## src/rtl/mem_banked_pkg.sv

```systemverilog
// Shared constants, clear-sequencer state type and a constant log2 helper
// for the banked register-file memory.
package mem_banked_pkg;

  localparam int RF_ROWS  = 32;
  localparam int RF_WIDTH = 32;

  typedef enum logic {
    CLR_IDLE  = 1'b0,
    CLR_CLEAR = 1'b1
  } clr_state_e;

  function automatic int clog2(input int value);
    int r;
    r = 0;
    for (int i = 0; i < 31; i++) begin
      if ((1 << i) < value) r = i + 1;
    end
    return r;
  endfunction

endpackage

```

## src/rtl/mem_banked_clr.sv

```systemverilog
// Clear sequencer: sweeps a 5-bit row counter once through all 32 rows,
// zeroing that row in every bank in parallel.
module mem_banked_clr
  import mem_banked_pkg::*;
(
  input  logic       i_clk,
  input  logic       i_rst,
  input  logic       i_clr_req,
  output logic       o_busy,
  output logic       o_clr_we,
  output logic [4:0] o_clr_row
);

  clr_state_e r_state;
  clr_state_e w_state_nxt;
  logic [4:0] r_row;
  logic [4:0] w_row_nxt;

  always_ff @(posedge i_clk) begin
    if (i_rst) begin
      r_state <= CLR_CLEAR;
      r_row   <= '0;
    end else begin
      r_state <= w_state_nxt;
      r_row   <= w_row_nxt;
    end
  end

  always_comb begin
    w_state_nxt = r_state;
    w_row_nxt   = r_row;
    o_clr_we    = 1'b0;
    case (r_state)
      CLR_IDLE: begin
        if (i_clr_req) begin
          w_state_nxt = CLR_CLEAR;
          w_row_nxt   = '0;
        end
      end
      CLR_CLEAR: begin
        o_clr_we  = ~i_rst;
        w_row_nxt = r_row + 5'd1;
        if (r_row == 5'd31) w_state_nxt = CLR_IDLE;
      end
      default: w_state_nxt = CLR_IDLE;
    endcase
  end

  assign o_busy    = (r_state == CLR_CLEAR);
  assign o_clr_row = r_row;

endmodule

```

## src/rtl/rf_top.sv

```systemverilog
// 32x32 register file: one synchronous write port, two registered read ports.
module rf_top
  import mem_banked_pkg::*;
(
  input  logic                i_clk,
  input  logic                i_we,
  input  logic [4:0]          i_waddr,
  input  logic [RF_WIDTH-1:0] i_wdata,
  input  logic [4:0]          i_ra_addr,
  input  logic [4:0]          i_rb_addr,
  output logic [RF_WIDTH-1:0] o_ra_data,
  output logic [RF_WIDTH-1:0] o_rb_data
);

  logic [RF_WIDTH-1:0] r_mem [RF_ROWS];
  logic [RF_WIDTH-1:0] r_ra_data_p0;
  logic [RF_WIDTH-1:0] r_rb_data_p0;

  always_ff @(posedge i_clk) begin
    if (i_we) r_mem[i_waddr] <= i_wdata;
    r_ra_data_p0 <= r_mem[i_ra_addr];
    r_rb_data_p0 <= r_mem[i_rb_addr];
  end

  assign o_ra_data = r_ra_data_p0;
  assign o_rb_data = r_rb_data_p0;

endmodule

```

## src/rtl/mem_banked.sv

```systemverilog
// Banked memory of NUM_BANKS x 32 rows, one write and two read ports, with a
// full-memory clear. Define MEM_BANKED_FWD_EN to forward same-edge write data.
module mem_banked
  import mem_banked_pkg::*;
#(
  parameter int NUM_BANKS  = 2,
  parameter int DATA_WIDTH = 32
) (
  input  logic                          clk,
  input  logic                          rst,
  input  logic                          clr_req,
  output logic                          busy,
  input  logic                          w_ena,
  input  logic [5+clog2(NUM_BANKS)-1:0] w_addr,
  input  logic [DATA_WIDTH-1:0]         w_data,
  input  logic [5+clog2(NUM_BANKS)-1:0] ra_addr,
  output logic [DATA_WIDTH-1:0]         ra_data,
  input  logic [5+clog2(NUM_BANKS)-1:0] rb_addr,
  output logic [DATA_WIDTH-1:0]         rb_data
);

  localparam int BANK_BITS = clog2(NUM_BANKS);
  localparam int AW        = 5 + BANK_BITS;
  localparam int DEPTH     = RF_ROWS * NUM_BANKS;
  localparam int COLS      = DATA_WIDTH / RF_WIDTH;
  localparam int SW        = (BANK_BITS > 0) ? BANK_BITS : 1;

  logic                  w_busy;
  logic                  w_clr_we;
  logic [4:0]            w_clr_row;
  logic                  w_wr_ok;
  logic [SW-1:0]         w_wbank;
  logic [SW-1:0]         w_abank;
  logic [SW-1:0]         w_bbank;
  logic [NUM_BANKS-1:0]  w_bank_we;
  logic [4:0]            w_rf_waddr;
  logic [DATA_WIDTH-1:0] w_rf_wdata;
  logic [DATA_WIDTH-1:0] w_a_bank [NUM_BANKS];
  logic [DATA_WIDTH-1:0] w_b_bank [NUM_BANKS];
  logic [SW-1:0]         r_abank_p0;
  logic [SW-1:0]         r_bbank_p0;
  logic                  r_zero_p0;

  mem_banked_clr u_clr (
    .i_clk     (clk),
    .i_rst     (rst),
    .i_clr_req (clr_req),
    .o_busy    (w_busy),
    .o_clr_we  (w_clr_we),
    .o_clr_row (w_clr_row)
  );

  assign busy    = w_busy;
  assign w_wr_ok = w_ena & ~w_busy & ~rst;

  if (DEPTH > RF_ROWS) begin : g_bank_sel
    assign w_wbank = w_addr[AW-1:5];
    assign w_abank = ra_addr[AW-1:5];
    assign w_bbank = rb_addr[AW-1:5];
  end else begin : g_single_bank
    assign w_wbank = '0;
    assign w_abank = '0;
    assign w_bbank = '0;
  end

  // A clear owns the write port of every bank and column at once.
  assign w_rf_waddr = w_clr_we ? w_clr_row : w_addr[4:0];
  assign w_rf_wdata = w_clr_we ? '0 : w_data;

  for (genvar b = 0; b < NUM_BANKS; b++) begin : g_bank
    assign w_bank_we[b] = w_clr_we | (w_wr_ok & (w_wbank == SW'(b)));
    for (genvar c = 0; c < COLS; c++) begin : g_col
      rf_top u_rf (
        .i_clk     (clk),
        .i_we      (w_bank_we[b]),
        .i_waddr   (w_rf_waddr),
        .i_wdata   (w_rf_wdata[c*RF_WIDTH +: RF_WIDTH]),
        .i_ra_addr (ra_addr[4:0]),
        .i_rb_addr (rb_addr[4:0]),
        .o_ra_data (w_a_bank[b][c*RF_WIDTH +: RF_WIDTH]),
        .o_rb_data (w_b_bank[b][c*RF_WIDTH +: RF_WIDTH])
      );
    end
  end

  // p0: bank selects and read-zero flag, aligned with the registered rf reads
  always_ff @(posedge clk) begin
    if (rst) begin
      r_abank_p0 <= '0;
      r_bbank_p0 <= '0;
      r_zero_p0  <= 1'b1;
    end else begin
      r_abank_p0 <= w_abank;
      r_bbank_p0 <= w_bbank;
      r_zero_p0  <= w_busy;
    end
  end

`ifdef MEM_BANKED_FWD_EN
  logic                  r_fwd_a_p0;
  logic                  r_fwd_b_p0;
  logic [DATA_WIDTH-1:0] r_fwd_data_p0;

  always_ff @(posedge clk) begin
    if (rst) begin
      r_fwd_a_p0 <= 1'b0;
      r_fwd_b_p0 <= 1'b0;
    end else begin
      r_fwd_a_p0 <= w_wr_ok & (ra_addr == w_addr);
      r_fwd_b_p0 <= w_wr_ok & (rb_addr == w_addr);
    end
  end

  always_ff @(posedge clk) begin
    r_fwd_data_p0 <= w_data;
  end

  assign ra_data = r_zero_p0  ? '0 :
                   r_fwd_a_p0 ? r_fwd_data_p0 : w_a_bank[r_abank_p0];
  assign rb_data = r_zero_p0  ? '0 :
                   r_fwd_b_p0 ? r_fwd_data_p0 : w_b_bank[r_bbank_p0];
`else
  assign ra_data = r_zero_p0 ? '0 : w_a_bank[r_abank_p0];
  assign rb_data = r_zero_p0 ? '0 : w_b_bank[r_bbank_p0];
`endif

endmodule

```

## config.mk

```make
export PLATFORM = sky130hd
export DESIGN_NAME = mem_banked
export DESIGN_NICKNAME = d
export VERILOG_FILES = /design/src/rtl/mem_banked_pkg.sv /design/src/rtl/mem_banked_clr.sv /design/src/rtl/rf_top.sv /design/src/rtl/mem_banked.sv
export SDC_FILE = /design/constraint.sdc
export NUM_CORES = 2
export LEC_CHECK = 0
export ABC_CLOCK_PERIOD_IN_PS = 4700
export BUFFER_PORTS_ARGS = -buffer_cell sky130_fd_sc_hd__buf_2
export CORE_MARGIN = 3
export CORE_UTILIZATION = 57
export CTS_CLUSTER_DIAMETER = 100
export DETAILED_ROUTE_END_ITERATION = 10
export PLACE_DENSITY_LB_ADDON = 0.15
export SLEW_MARGIN = 20
export SYNTH_ARGS = -nofsm -noshare
export SYNTH_HDL_FRONTEND = slang
export SYNTH_SLANG_ARGS = --single-unit
```

## constraint.sdc

```tcl
create_clock -name clk -period 4.7 [get_ports clk]
set_input_delay 0.94 -clock clk [delete_from_list [all_inputs] [get_ports clk]]
set_output_delay 0.94 -clock clk [all_outputs]
set_load 0.02 [all_outputs]
```

After elaboration in Yosys (flattened, before gate mapping)

Memory sizes are Yosys's and may differ from the RTL's. A register that Yosys moved wholly into a read port is not among the register bits.
Index checks and enable logic that the tools add are counted.

Memories: 2
Input bits: 54
Flip-flop bits (word level): 9
Output and inout bits: 65
RAM bits: 2048

Mux-type cells: 20
$add $sub $neg: 1
Equality and inequality tests: 2
Magnitude comparators: 2
Bitwise gates (word level): 11

Memories:

| memory                        | depth | width | rd ports | clocked after Yosys merged registers in | wr ports | RTL line     | RTL |
|---|---|---|---|---|---|---|---|
| g_bank[0].g_col[0].u_rf.r_mem | 32    | 32    | 2        | 2                                       | 1        | rf_top.sv:15 | `logic [RF_WIDTH-1:0] r_mem [RF_ROWS];` |
| g_bank[1].g_col[0].u_rf.r_mem | 32    | 32    | 2        | 2                                       | 1        | rf_top.sv:15 |  |

Operator list:

| cell                  | count |
|---|---|
| $mux W32              | 9 |
| $mux W5               | 2 |
| $pmux W5 S2           | 1 |
| $mux W1               | 7 |
| $add A5 B1 Y5 const B | 1 |
| $eq A5 B5 Y1 const B  | 1 |
| $and A1 B1 Y1         | 4 |
| $ge A2 B2 Y1 const B  | 2 |
| $not A1 Y2            | 2 |
| $not A1 Y1            | 3 |
| $ne A2 B2 Y1 const B  | 1 |
| $or A1 B1 Y1          | 2 |
| $pmux W1 S2           | 1 |

Logic depth before layout (Yosys ltp)

Depth after elaboration: 7
Depth in mapped cells: 9
Depth with buffers taken out: 5

Cells and area by module

From an unflattened synthesis, not the netlist that was laid out.

Cell total of the unflattened synthesis: 7125
Area total of the unflattened synthesis: 101865.2 µm²

Modules (own cells, without submodules):

| module         | cells each | area an instance (µm²) | instances |
|---|---|---|---|
| rf_top         | 3450       | 50070.5                | 2 |
| mem_banked     | 194        | 1446.4                 | 1 |
| mem_banked_clr | 31         | 277.8                  | 1 |

Least setup slack after synthesis

OpenSTA, ideal clock, no wires.

Path type: input to register
From: input rst
To: memory g_bank[0].g_col[0].u_rf.r_mem[4][0] (enable)
Data arrival time: 3271 ps
Slack: 1008 ps
Cell stages on the path: 6
Library setup time: 421 ps
Data required time: 4279 ps
Cell sequence: nand2b_1 -> clkbuf_1 -> buf_2 -> mux2i_1 -> nand2_1 -> nor2_1

Cells in the longest elaborated chain, start to end: 6

RTL lines:

| item                          | RTL line                               | RTL |
|---|---|---|
| from (decl)                   | mem_banked.sv:10                       | `input logic rst,` |
| $not A1 Y1 (*)                | mem_banked_clr.sv:41, mem_banked.sv:54 |  |
| $and A1 B1 Y1                 | mem_banked.sv:54                       | `assign w_wr_ok = w_ena & ~w_busy & ~rst;` |
| $and A1 B1 Y1                 | mem_banked.sv:71                       | `assign w_bank_we[b] = w_clr_we \| (w_wr_ok & (w_wbank == SW'(b)));` |
| $or A1 B1 Y1                  | mem_banked.sv:71                       |  |
| $mux W1                       | rf_top.sv:20                           | `if (i_we) r_mem[i_waddr] <= i_wdata;` |
| $mux W1 (not written as such) | rf_top.sv:20                           |  |
| to (decl)                     | rf_top.sv:15                           |  |

Mark *: on every way between the ends. The rest lies on a longest branch, timed or not.

Worst setup path in the final report

From: register r_bbank_p0
To: output rb_data[19]

Cells in the longest elaborated chain, start to end: 5

RTL lines:

| item                                        | RTL line          | RTL |
|---|---|---|
| from (decl)                                 | mem_banked.sv:41  | `logic [SW-1:0] r_bbank_p0;` |
| from (signal assigned)                      | mem_banked.sv:94  | `r_bbank_p0 <= w_bbank;` |
| $not A1 Y2 (not written as such)            | mem_banked.sv:124 | `assign rb_data = r_zero_p0 ? '0 : w_b_bank[r_bbank_p0];` |
| $mux W32 (not written as such) (3 in a row) | mem_banked.sv:124 |  |
| $mux W32                                    | mem_banked.sv:124 |  |
| to (decl)                                   | mem_banked.sv:19  | `output logic [DATA_WIDTH-1:0] rb_data` |

Every way passes these cells. The select of a mux whose other input is x is not followed.

==> results.cfg <==
[critical_path]
path_max_fanout = 19
criticalPathCategory = reg2out
start_kind = register
critPathSlowestCell = dfxtp_4
arrival_ps = 3060
cp_num_buf_inv = 2
critical_path.max_stage_delay_ps = 800
path_cells = buf_4 > mux2i_1 > nor2_1 > buf_2
cp.required_ps = 3760
crit_family = flip-flops
critPathCaptureType = output port

[synth]
async_reset_ff_share_pct = 0
ys_ff_latch = 2185
ys_warn_count = 0
syn_area_um2 = 98600
avgSynthCellArea_um2 = 17.6
seq_area_frac_synth_pct = 65.1
synth_area_leader_cell = edfxtp_1
synth_ff_type = edfxtp_1
synth.top_cells.by_area = edfxtp_1, mux4_2, mux2i_1
synth_edf_count = 2048
syn_inst = 5599
synth_cell_types = 53
synth_top_area_share_pct = 62.4
syn-num-nets = 5655

[layout]
fin_cells = 8336
fin_util_pct = 64.6
fill_cells = 11800
drive_gt1_share_pct = 25.3
area_growth_pct = 12.4
design_area_um2 = 111000
layout.nets = 5892
final_cell_mix = edfxtp_1, mux2i_1, a22oi_1, mux4_2, buf_4
layout_commonest_cell = edfxtp_1

[clock_tree]
clock-sinks = 2185
cts_resized = 0
cts_buffer_depth = 3
clk_pin_slew_ps = 60
cts_tree = built
htreeDepth = 4
cts_root_buffer = clkbuf_16
numCtsBuffers = 215
clk-insertion-delay-late_ps = 850
postCtsSetupRepairBufs = 0
cts_hold_buf = 0

[sta]
fin_ws_ps = 704
worstMarginPinSlew_ps = 1220
final_hold_viol_count = 0
fin_hold_ws_ps = 294
setup_viol = 0
finClkSkew_ps = 18.8
timing.fmax_ghz = 0.250
period_share_pct = 85.0
grt_setup_unrepaired = no
period_needed_ps = 4000
fin_setup_tns_ps = 0
slew_violations = 0
slew-limit-headroom_pct = 18.7

[place]
dp_cells = 7928
gp_congestion = 0.957
dp_hpwl_um = 221000
dp_slack_ps = 943
postPlaceCellArea_um2 = 104000
portBuffers = 118

[global_routing]
grt_start_max_net_pins = 75
use_met2_pct = 57.0
met3_usage_pct = 10.8
grt_pass1_vias = 60900
gr-total-overflow = 0
globalRouteTotalUtil_pct = 39.3
antenna_found_initial = 12
use_met1_pct = 53.9
top_usage_layer = met2
grt_pass1_wl_um = 484000

[routing]
wl_per_cell_um = 42.3
drc = 0
firstDrtPassIters = 6
routed_via_density = 7.51
dr_total_vias = 62600
ant_nets = 0
wirelength_um = 352000
drtIter0Drc = 10800

[pwr]
p_leak_nw = 37.7
peakVddDrop_v = 0.000416
power_mw = 42.7
power_density_nw_per_um2 = 385

[hold_path]
hold_path.class = in2reg

[outcome]
outcome = completed

[run]
drv_cap = 0

[floorplan]
core-area_um2 = 172000
num_rows = 152
die_w_um = 422
ios = 119
die_area_um2 = 178000
start_util_pct = 57.4
dieHeight_um = 422
==> sequential cells by signal (all words and copies together) (netlist names) <==
name                         count
u_clr.o_busy                     1
g_bank.g_col.u_rf.o_rb_data     64
u_clr.o_clr_row                  5
g_bank.g_col.u_rf.r_mem       2048
r_abank_p0                       1
g_bank.g_col.u_rf.o_ra_data     64
r_zero_p0                        1
r_bbank_p0                       1
==> final timing paths <==
kind / start / endpoint / slack (ps) / depth (start not counted)
max: r_bbank_p0 / rb_data[19] / 700 / 4
min reg2reg: u_clr.o_clr_row[3] / u_clr.o_clr_row[3] / 550 / 2
max reg2reg: u_clr.o_busy / g_bank[0].g_col[0].u_rf.r_mem[5][13] / 1470 / 5
min: rb_addr[5] / r_bbank_p0 / 290 / 2
==> area by class of cell <==
type	count	area, µm²	area share (%)
multi-input combinational	2981	32700	29.5
timing repair buffer	449	4050	3.65
sequential	2185	64300	57.9
clock buffer	333	6330	5.71
inverter	4	15.0	0.0135
clock inverter	70	613	0.553
antenna	4	10.0	0.00903
tap	2310	2890	2.61
==> worst register-to-register path, delay by kind of cell, from the launching register on <==
family / cells / cell delay, ps
and+or+nand+nor: 3 / 1100
DFF: 1 / 670
buffers and inverters: 1 / 650
muxes: 1 / 340
==> cells by family (layout without fill, tap and decap cells) <==
logic type / count (synthesis) / count (layout) / synth area share (%)
and+or+nand+nor: 695 / 695 / 3.63
AOI/OAI and AO/OA: 754 / 754 / 5.63
other: 0 / 4 / 0
adders and majority gates: 2 / 2 / 0.0254
buffers and inverters: 433 / 856 / 2.42
DFF: 2185 / 2185 / 65.1
muxes: 1530 / 1530 / 23.2
==> synthesized netlist by cell type (all sizes together) (38+ instances only) <==
cell and n:
nand3 206, buf 313, clkbuf 116, nand2 76
a22oi 604, nor2b 38, nand4 106, edfxtp 2048
a21oi 54, nor2 160, mux4 600, mux2i 925
and2 51, dfxtp 137
==> per-layer routing <==
| metal | vias to the layer above | wire length (µm) |
|---|---|---|
| met5 | - | 136 |
| met4 | 8 | 25200 |
| met3 | 1054 | 50100 |
| met2 | 5468 | 154000 |
| met1 | 32100 | 123000 |
| li1 | 24000 | - |
==> power by group <==
part	internal, mW	switching, mW	total [mW]
Combinational	1.27	2.42	3.69
Sequential	21.6	0.314	21.9
Clock	9.76	7.31	17.1
Power figures use the tool's default switching activity.
